<file path="src/rtl/vga_fb_fetch.sv">
// Frame-buffer fetch engine: issues fixed-length AXI4 INCR read bursts over a linear
// frame and buffers the returned 64-bit words in a first-word-fall-through FIFO.
module vga_fb_fetch #(
  parameter int unsigned BURST_LEN  = 16,
  parameter int unsigned FIFO_DEPTH = 64
) (
  input  logic                          clk,
  input  logic                          rst_n,
  input  logic                          enable,
  input  logic [31:0]                   fb_base,
  input  logic [23:0]                   frame_words,
  input  logic                          frame_start,
  output logic [3:0]                    arid,
  output logic [31:0]                   araddr,
  output logic [7:0]                    arlen,
  output logic [2:0]                    arsize,
  output logic [1:0]                    arburst,
  output logic                          arvalid,
  input  logic                          arready,
  input  logic [63:0]                   rdata,
  input  logic [1:0]                    rresp,
  input  logic                          rvalid,
  input  logic                          rlast,
  output logic [63:0]                   pix_data,
  output logic                          pix_valid,
  input  logic                          pix_ready,
  output logic [$clog2(FIFO_DEPTH):0]   fifo_level,
  output logic                          underflow,
  output logic                          resp_err
);

  localparam int unsigned PtrW  = $clog2(FIFO_DEPTH);
  localparam int unsigned LvlW  = PtrW + 1;
  localparam int unsigned BeatW = $clog2(BURST_LEN);

  localparam logic [LvlW-1:0]  MaxLvl     = LvlW'(FIFO_DEPTH - BURST_LEN);
  localparam logic [BeatW-1:0] LastBeat   = BeatW'(BURST_LEN - 1);
  localparam logic [23:0]      BurstWords = 24'(BURST_LEN);

  typedef enum logic [1:0] {StIdle, StReq, StData, StDrain} state_e;

  state_e            state_q, state_d;
  logic [23:0]       word_idx_q, word_idx_d;
  logic [BeatW-1:0]  beat_q, beat_d;
  logic [31:0]       addr_q, addr_d;
  logic              abort_q, abort_d;
  logic [PtrW-1:0]   wr_ptr_q, wr_ptr_d;
  logic [PtrW-1:0]   rd_ptr_q, rd_ptr_d;
  logic [LvlW-1:0]   level_q, level_d;
  logic              underflow_q, underflow_d;
  logic              resp_err_q, resp_err_d;
  logic [63:0]       mem_q [FIFO_DEPTH];

  logic        push, push_en, pop;
  logic [23:0] idx_inc;
  logic [31:0] idx_addr;
  logic        unused_rlast;

  // Bursts end on the internal beat count only.
  assign unused_rlast = rlast;

  assign arid    = 4'd0;
  assign arlen   = 8'(BURST_LEN - 1);
  assign arsize  = 3'd3;
  assign arburst = 2'b01;

  assign idx_inc  = word_idx_q + BurstWords;
  assign idx_addr = fb_base + {5'b0, word_idx_q, 3'b000};

  // Address is frozen while the request is pending, even if frame_start clears word_idx.
  assign araddr  = (state_q == StReq) ? addr_q : idx_addr;
  assign arvalid = (state_q == StReq);

  assign pix_valid  = (level_q != '0);
  assign pix_data   = mem_q[rd_ptr_q];
  assign fifo_level = level_q;
  assign underflow  = underflow_q;
  assign resp_err   = resp_err_q;

  assign pop     = pix_valid && pix_ready;
  assign push_en = push && !frame_start;

  always_comb begin
    state_d    = state_q;
    word_idx_d = word_idx_q;
    beat_d     = beat_q;
    addr_d     = addr_q;
    abort_d    = abort_q;
    push       = 1'b0;

    unique case (state_q)
      StIdle: begin
        if (enable && (level_q <= MaxLvl) && !frame_start) begin
          state_d = StReq;
          addr_d  = idx_addr;
        end
      end
      StReq: begin
        if (arready) begin
          beat_d  = '0;
          abort_d = 1'b0;
          if (frame_start || abort_q) begin
            state_d = StDrain;
          end else begin
            state_d    = StData;
            word_idx_d = (idx_inc == frame_words) ? 24'd0 : idx_inc;
          end
        end else if (frame_start) begin
          abort_d = 1'b1;
        end
      end
      StData: begin
        if (rvalid) begin
          push   = 1'b1;
          beat_d = beat_q + 1'b1;
          if (beat_q == LastBeat) begin
            state_d = StIdle;
          end else if (frame_start) begin
            state_d = StDrain;
          end
        end else if (frame_start) begin
          state_d = StDrain;
        end
      end
      StDrain: begin
        if (rvalid) begin
          beat_d = beat_q + 1'b1;
          if (beat_q == LastBeat) begin
            state_d = StIdle;
          end
        end
      end
      default: state_d = StIdle;
    endcase

    if (frame_start) begin
      word_idx_d = '0;
    end
  end

  always_comb begin
    wr_ptr_d = wr_ptr_q;
    rd_ptr_d = rd_ptr_q;
    level_d  = level_q;
    if (frame_start) begin
      wr_ptr_d = '0;
      rd_ptr_d = '0;
      level_d  = '0;
    end else begin
      if (push_en) begin
        wr_ptr_d = wr_ptr_q + 1'b1;
      end
      if (pop) begin
        rd_ptr_d = rd_ptr_q + 1'b1;
      end
      unique case ({push_en, pop})
        2'b10:   level_d = level_q + 1'b1;
        2'b01:   level_d = level_q - 1'b1;
        default: level_d = level_q;
      endcase
    end
  end

  always_comb begin
    underflow_d = enable && pix_ready && !pix_valid;
    resp_err_d  = resp_err_q;
    if (frame_start) begin
      resp_err_d = 1'b0;
    end else if (rvalid && (rresp != 2'b00) && (state_q != StDrain)) begin
      resp_err_d = 1'b1;
    end
  end

  always_ff @(posedge clk) begin
    if (!rst_n) begin
      state_q     <= StIdle;
      word_idx_q  <= '0;
      beat_q      <= '0;
      addr_q      <= '0;
      abort_q     <= 1'b0;
      wr_ptr_q    <= '0;
      rd_ptr_q    <= '0;
      level_q     <= '0;
      underflow_q <= 1'b0;
      resp_err_q  <= 1'b0;
    end else begin
      state_q     <= state_d;
      word_idx_q  <= word_idx_d;
      beat_q      <= beat_d;
      addr_q      <= addr_d;
      abort_q     <= abort_d;
      wr_ptr_q    <= wr_ptr_d;
      rd_ptr_q    <= rd_ptr_d;
      level_q     <= level_d;
      underflow_q <= underflow_d;
      resp_err_q  <= resp_err_d;
    end
  end

  // Storage needs no reset: reads are qualified by level_q.
  always_ff @(posedge clk) begin
    if (push_en) begin
      mem_q[wr_ptr_q] <= rdata;
    end
  end

endmodule

</file>
<file path="config.mk">
export PLATFORM = sky130hd
export DESIGN_NAME = vga_fb_fetch
export DESIGN_NICKNAME = d
export VERILOG_FILES = /design/src/rtl/vga_fb_fetch.sv
export SDC_FILE = /design/constraint.sdc
export NUM_CORES = 2
export LEC_CHECK = 0
export ABC_AREA = 0
export ABC_CLOCK_PERIOD_IN_PS = 9900
export CORE_MARGIN = 2
export CORE_UTILIZATION = 25
export CTS_CLUSTER_DIAMETER = 100
export CTS_CLUSTER_SIZE = 28
export DETAILED_ROUTE_END_ITERATION = 6
export PLACE_DENSITY = 0.5
export SYNTH_ARGS = -nofsm -noshare
export SYNTH_HDL_FRONTEND = slang
export SYNTH_SLANG_ARGS = --single-unit
</file>
<file path="constraint.sdc">
create_clock -name clk -period 9.9 [get_ports clk]
set_input_delay 2.475 -clock clk [delete_from_list [all_inputs] [get_ports clk]]
set_output_delay 2.475 -clock clk [all_outputs]
set_load 0.05 [all_outputs]
</file>
==> implementation parameters <==
Parameter                              Value

Power
  Leakage    50.5 nW
  Share of power burned in combinational logic    1.8%
  Clock power share    31.4%
  Net Sw Frac    20.6%
  Total power consumption of the routed design    0.0291 W
  Internal cell power    0.0231 W
  Ratio of total power to cell area    162 nW/um^2
  Total net switching power    0.00601 W
  Maximum vdd drop    0.143 mV
  Sequential group share of total power    66.8%

Layout
  Area growth syn-to-layout    12.1%
  Share of post-route cells with drive strength above 1    28.1%
  Final core area utilization    28.1%
  Final instance area    180000 sq um
  Most used cells in the layout excluding fill and tap cells    sky130_fd_sc_hd__edfxtp_1 (4096), sky130_fd_sc_hd__mux4_2 (1344), sky130_fd_sc_hd__buf_4 (189)
  NumNets Final    7038
  Most common cell after layout, fill and taps aside    sky130_fd_sc_hd__edfxtp_1

Route
  Routed len/inst    29.8 um
  Number of iterations in the first detailed-routing pass    5
  Aggregate routed wire length    458 mm
  Number of design rule violations left after detail routing    0
  Count of nets left with antenna violations after detail routing    0
  1st-iter DRT viols    9317
  Total vias in the final route    73400
  Via-to-Cell Ratio    4.77

Clock network
  Clock slew at reported path FFs    0.10 ns
  Largest buffer count on any clock path    4
  Clock latency of the later-clocked register in the worst-skew pair    1.00 ns
  Htree depth    4
  Quantity of hold-fixing buffers added after cts    0
  Root Driver    sky130_fd_sc_hd__clkbuf_16
  Clock tree from TritonCTS    yes
  Cts bufs inserted    182
  CTS resizes    0
  Clk sink count    4182
  Buffers inserted during post-CTS setup optimization    0

Die
  Total core area    640000 sq um
  Effective utilization at floorplan    25.1%
  Total Die Area    648000 sq um
  Top-level I/O count    254
  Rows    294
  Width of the die    805 um
  Chip height    805 um

STA
  Smallest setup slack after layout    0.975 ns
  Slew at the pin closest to its max-slew limit    1.32 ns
  Aggregate negative setup slack    0 ns
  F_max    112 MHz
  Final min period    8.92 ns
  RSZ-0062 raised after global routing    false
  Rel. slew slack    11.6%
  Fin Clk Skew    0.104 ns
  Final cycle utilization of the critical path    90.1%
  Hold Fails Final Rpt    0
  Max-slew violation count    0
  Final setup violation count    0

Synthesis
  Part of the Yosys area used for sequential elements    77.7%
  Total of flip-flops plus latches after synthesis    4182
  Number of warnings printed during yosys synthesis    0
  FFs w/ async S/R, synth    0%
  Syn Area/Cell    24.4 sq um
  Post-synth EDFFs    4096
  Total standard cell area after synthesis    160000 sq um
  Distinct cell type count after synthesis    63
  Gate count after technology mapping    6572
  Top_reg_cell synth    sky130_fd_sc_hd__edfxtp_1

Placement
  HPWL Detailed    252 mm
  Pre-CTS setup slack    1.03 ns
  Placed cell area    175000 sq um
  Port buffer count    235
  Global placer's final weighted congestion    0.776

Critical path
  Required time of the worst setup path    7.43 ns
  Largest fanout of any net on the critical path    6
  Sort of element at the start of the critical path    input pin
  Critical-path top delay cell    sky130_fd_sc_hd__clkdlybuf4s50_1
  Endpoint type of the worst setup path    primary output
  Cell breakdown of the critical path    clkdlybuf4s50_1 > ha_1 > a211oi_1 > o21bai_1 > a21o_1 > a311o_1 > a21oi_1 > o21ai_0 > o21a_1 > o31ai_1 > clkdlybuf4s50_1
  Data arrival time at the worst-slack endpoint    6.45 ns
  Delay of the slowest critical-path stage    0.89 ns
  Critical Path Source    fb_base[8]
  Critical Path Most Common Cell    sky130_fd_sc_hd__clkdlybuf4s50_1
  Reg2Reg Launch Point    state_q[1]$_SDFFE_PN0P_
  Crit path kind    in2out

Min path
  Worst hold start    addr_q[7]$_SDFFE_PN0P_
  Worst Hold Class    reg2reg

Global route
  Vias in the first global route    74700
  Overflow left after global routing    0
  All-layer global routing usage    13.7%
  Number of antenna violations at the first check in global routing    66
  Maximum number of pins on one net before global-route repair    119
  First-pass GRT wire length    628 mm

Outcome
  Result of the run    finished clean

Job
  Number of max-cap violations    0
-- cell usage after synthesis (8+ instances only) --
| library cell | n | area share, % |
|---|---|---|
| sky130_fd_sc_hd__nor3_1 | 13 | 0.041 |
| sky130_fd_sc_hd__nand4_1 | 14 | 0.055 |
| sky130_fd_sc_hd__buf_4 | 20 | 0.094 |
| sky130_fd_sc_hd__nor2_1 | 127 | 0.30 |
| sky130_fd_sc_hd__xnor2_1 | 38 | 0.21 |
| sky130_fd_sc_hd__a21oi_1 | 47 | 0.15 |
| sky130_fd_sc_hd__nand3_1 | 32 | 0.10 |
| sky130_fd_sc_hd__mux4_2 | 1344 | 19 |
| sky130_fd_sc_hd__buf_1 | 66 | 0.15 |
| sky130_fd_sc_hd__nand2_1 | 144 | 0.34 |
| sky130_fd_sc_hd__dfxtp_1 | 86 | 1.1 |
| sky130_fd_sc_hd__inv_1 | 8 | 0.019 |
| sky130_fd_sc_hd__ha_1 | 27 | 0.21 |
| sky130_fd_sc_hd__or3_1 | 14 | 0.055 |
| sky130_fd_sc_hd__o21ai_0 | 41 | 0.13 |
| sky130_fd_sc_hd__buf_2 | 22 | 0.069 |
| sky130_fd_sc_hd__a21boi_0 | 19 | 0.089 |
| sky130_fd_sc_hd__nand2b_1 | 11 | 0.043 |
| sky130_fd_sc_hd__clkbuf_1 | 255 | 0.60 |
| sky130_fd_sc_hd__xor2_1 | 41 | 0.22 |
| sky130_fd_sc_hd__edfxtp_1 | 4096 | 77 |
-- worst max-delay path, delay by kind of cell --
family	cells	cell delay (ns)
buf+inv	2	1.32
compound gates	8	2.29
fa+ha+maj	1	0.36
-- power by group through the flow --
stage	Sequential, W	Clock, W	Combinational, W
finish	0.0194	0.00913	0.000538
global route	0.0194	0.00991	0.000586
CTS	0.0194	0.00940	0.000547
detailed placement	0.0198	0	0.000546
global placement	0.0198	0	0.000517
floorplan	0.0198	0	0.000183
-- layout make-up --
type | instances | area (sq um)
clock buffers | 197 | 4630
well taps | 8436 | 10600
fillers | 62100 | 460000
clock inverters | 38 | 653
multi-input cells | 2032 | 34700
diodes | 19 | 47.5
inverters | 8 | 30.0
flip-flops and latches | 4182 | 125000
repair buffers | 475 | 4470
-- through the flow --
step                      hold WS [ns]  cells
after floorplan                  0.444   6587
after global placement           0.455  15100
after detailed placement         0.458  15100
after CTS                        0.475  15400
after global routing             0.494  15400
final                            0.474  15400
-- cell families (layout without fill, tap and decap cells) --
family	count (synthesis)	count (layout)	share of synthesized area, %
AOI/OAI and AO/OA	157	157	0.612
xor gates and xnor gates	79	79	0.431
adders and majority gates	27	27	0.211
buffers and inverters	373	718	0.942
DFF	4182	4182	77.7
muxes	1348	1348	18.9
other	2	36	0.00468
and+or+nand+nor	404	404	1.16
-- metal layers --
metal / vias up / wire length (um) / track usage [%]
li1: 28700 / - / -
met1: 41900 / 196000 / 19.1
met2: 2361 / 229000 / 23.5
met3: 452 / 24900 / 1.57
met4: 14 / 8990 / 2.50
met5: - / 73 / 0
-- sequential cells by signal, summed over array words and instances (netlist names), named ones only --
signal,cells
addr_q,32
abort_q,1
mem_q,4096
word_idx_q,20
wr_ptr_q,6
rd_ptr_q,6
fifo_level,7
beat_q,4
state_q,2
underflow,1
resp_err,1
-- path summary, 6_finish.rpt --
check        slack, ns  depth (start not counted)                 endpoint
max               0.98                         11               araddr[20]
min               0.47                          2   addr_q[7]$_SDFFE_PN0P_
max reg2reg       5.45                          8  mem_q[10][55]$_DFFE_PP_
min reg2reg       0.47                          2   addr_q[7]$_SDFFE_PN0P_
No activity file was read; power rests on OpenSTA's default activity.
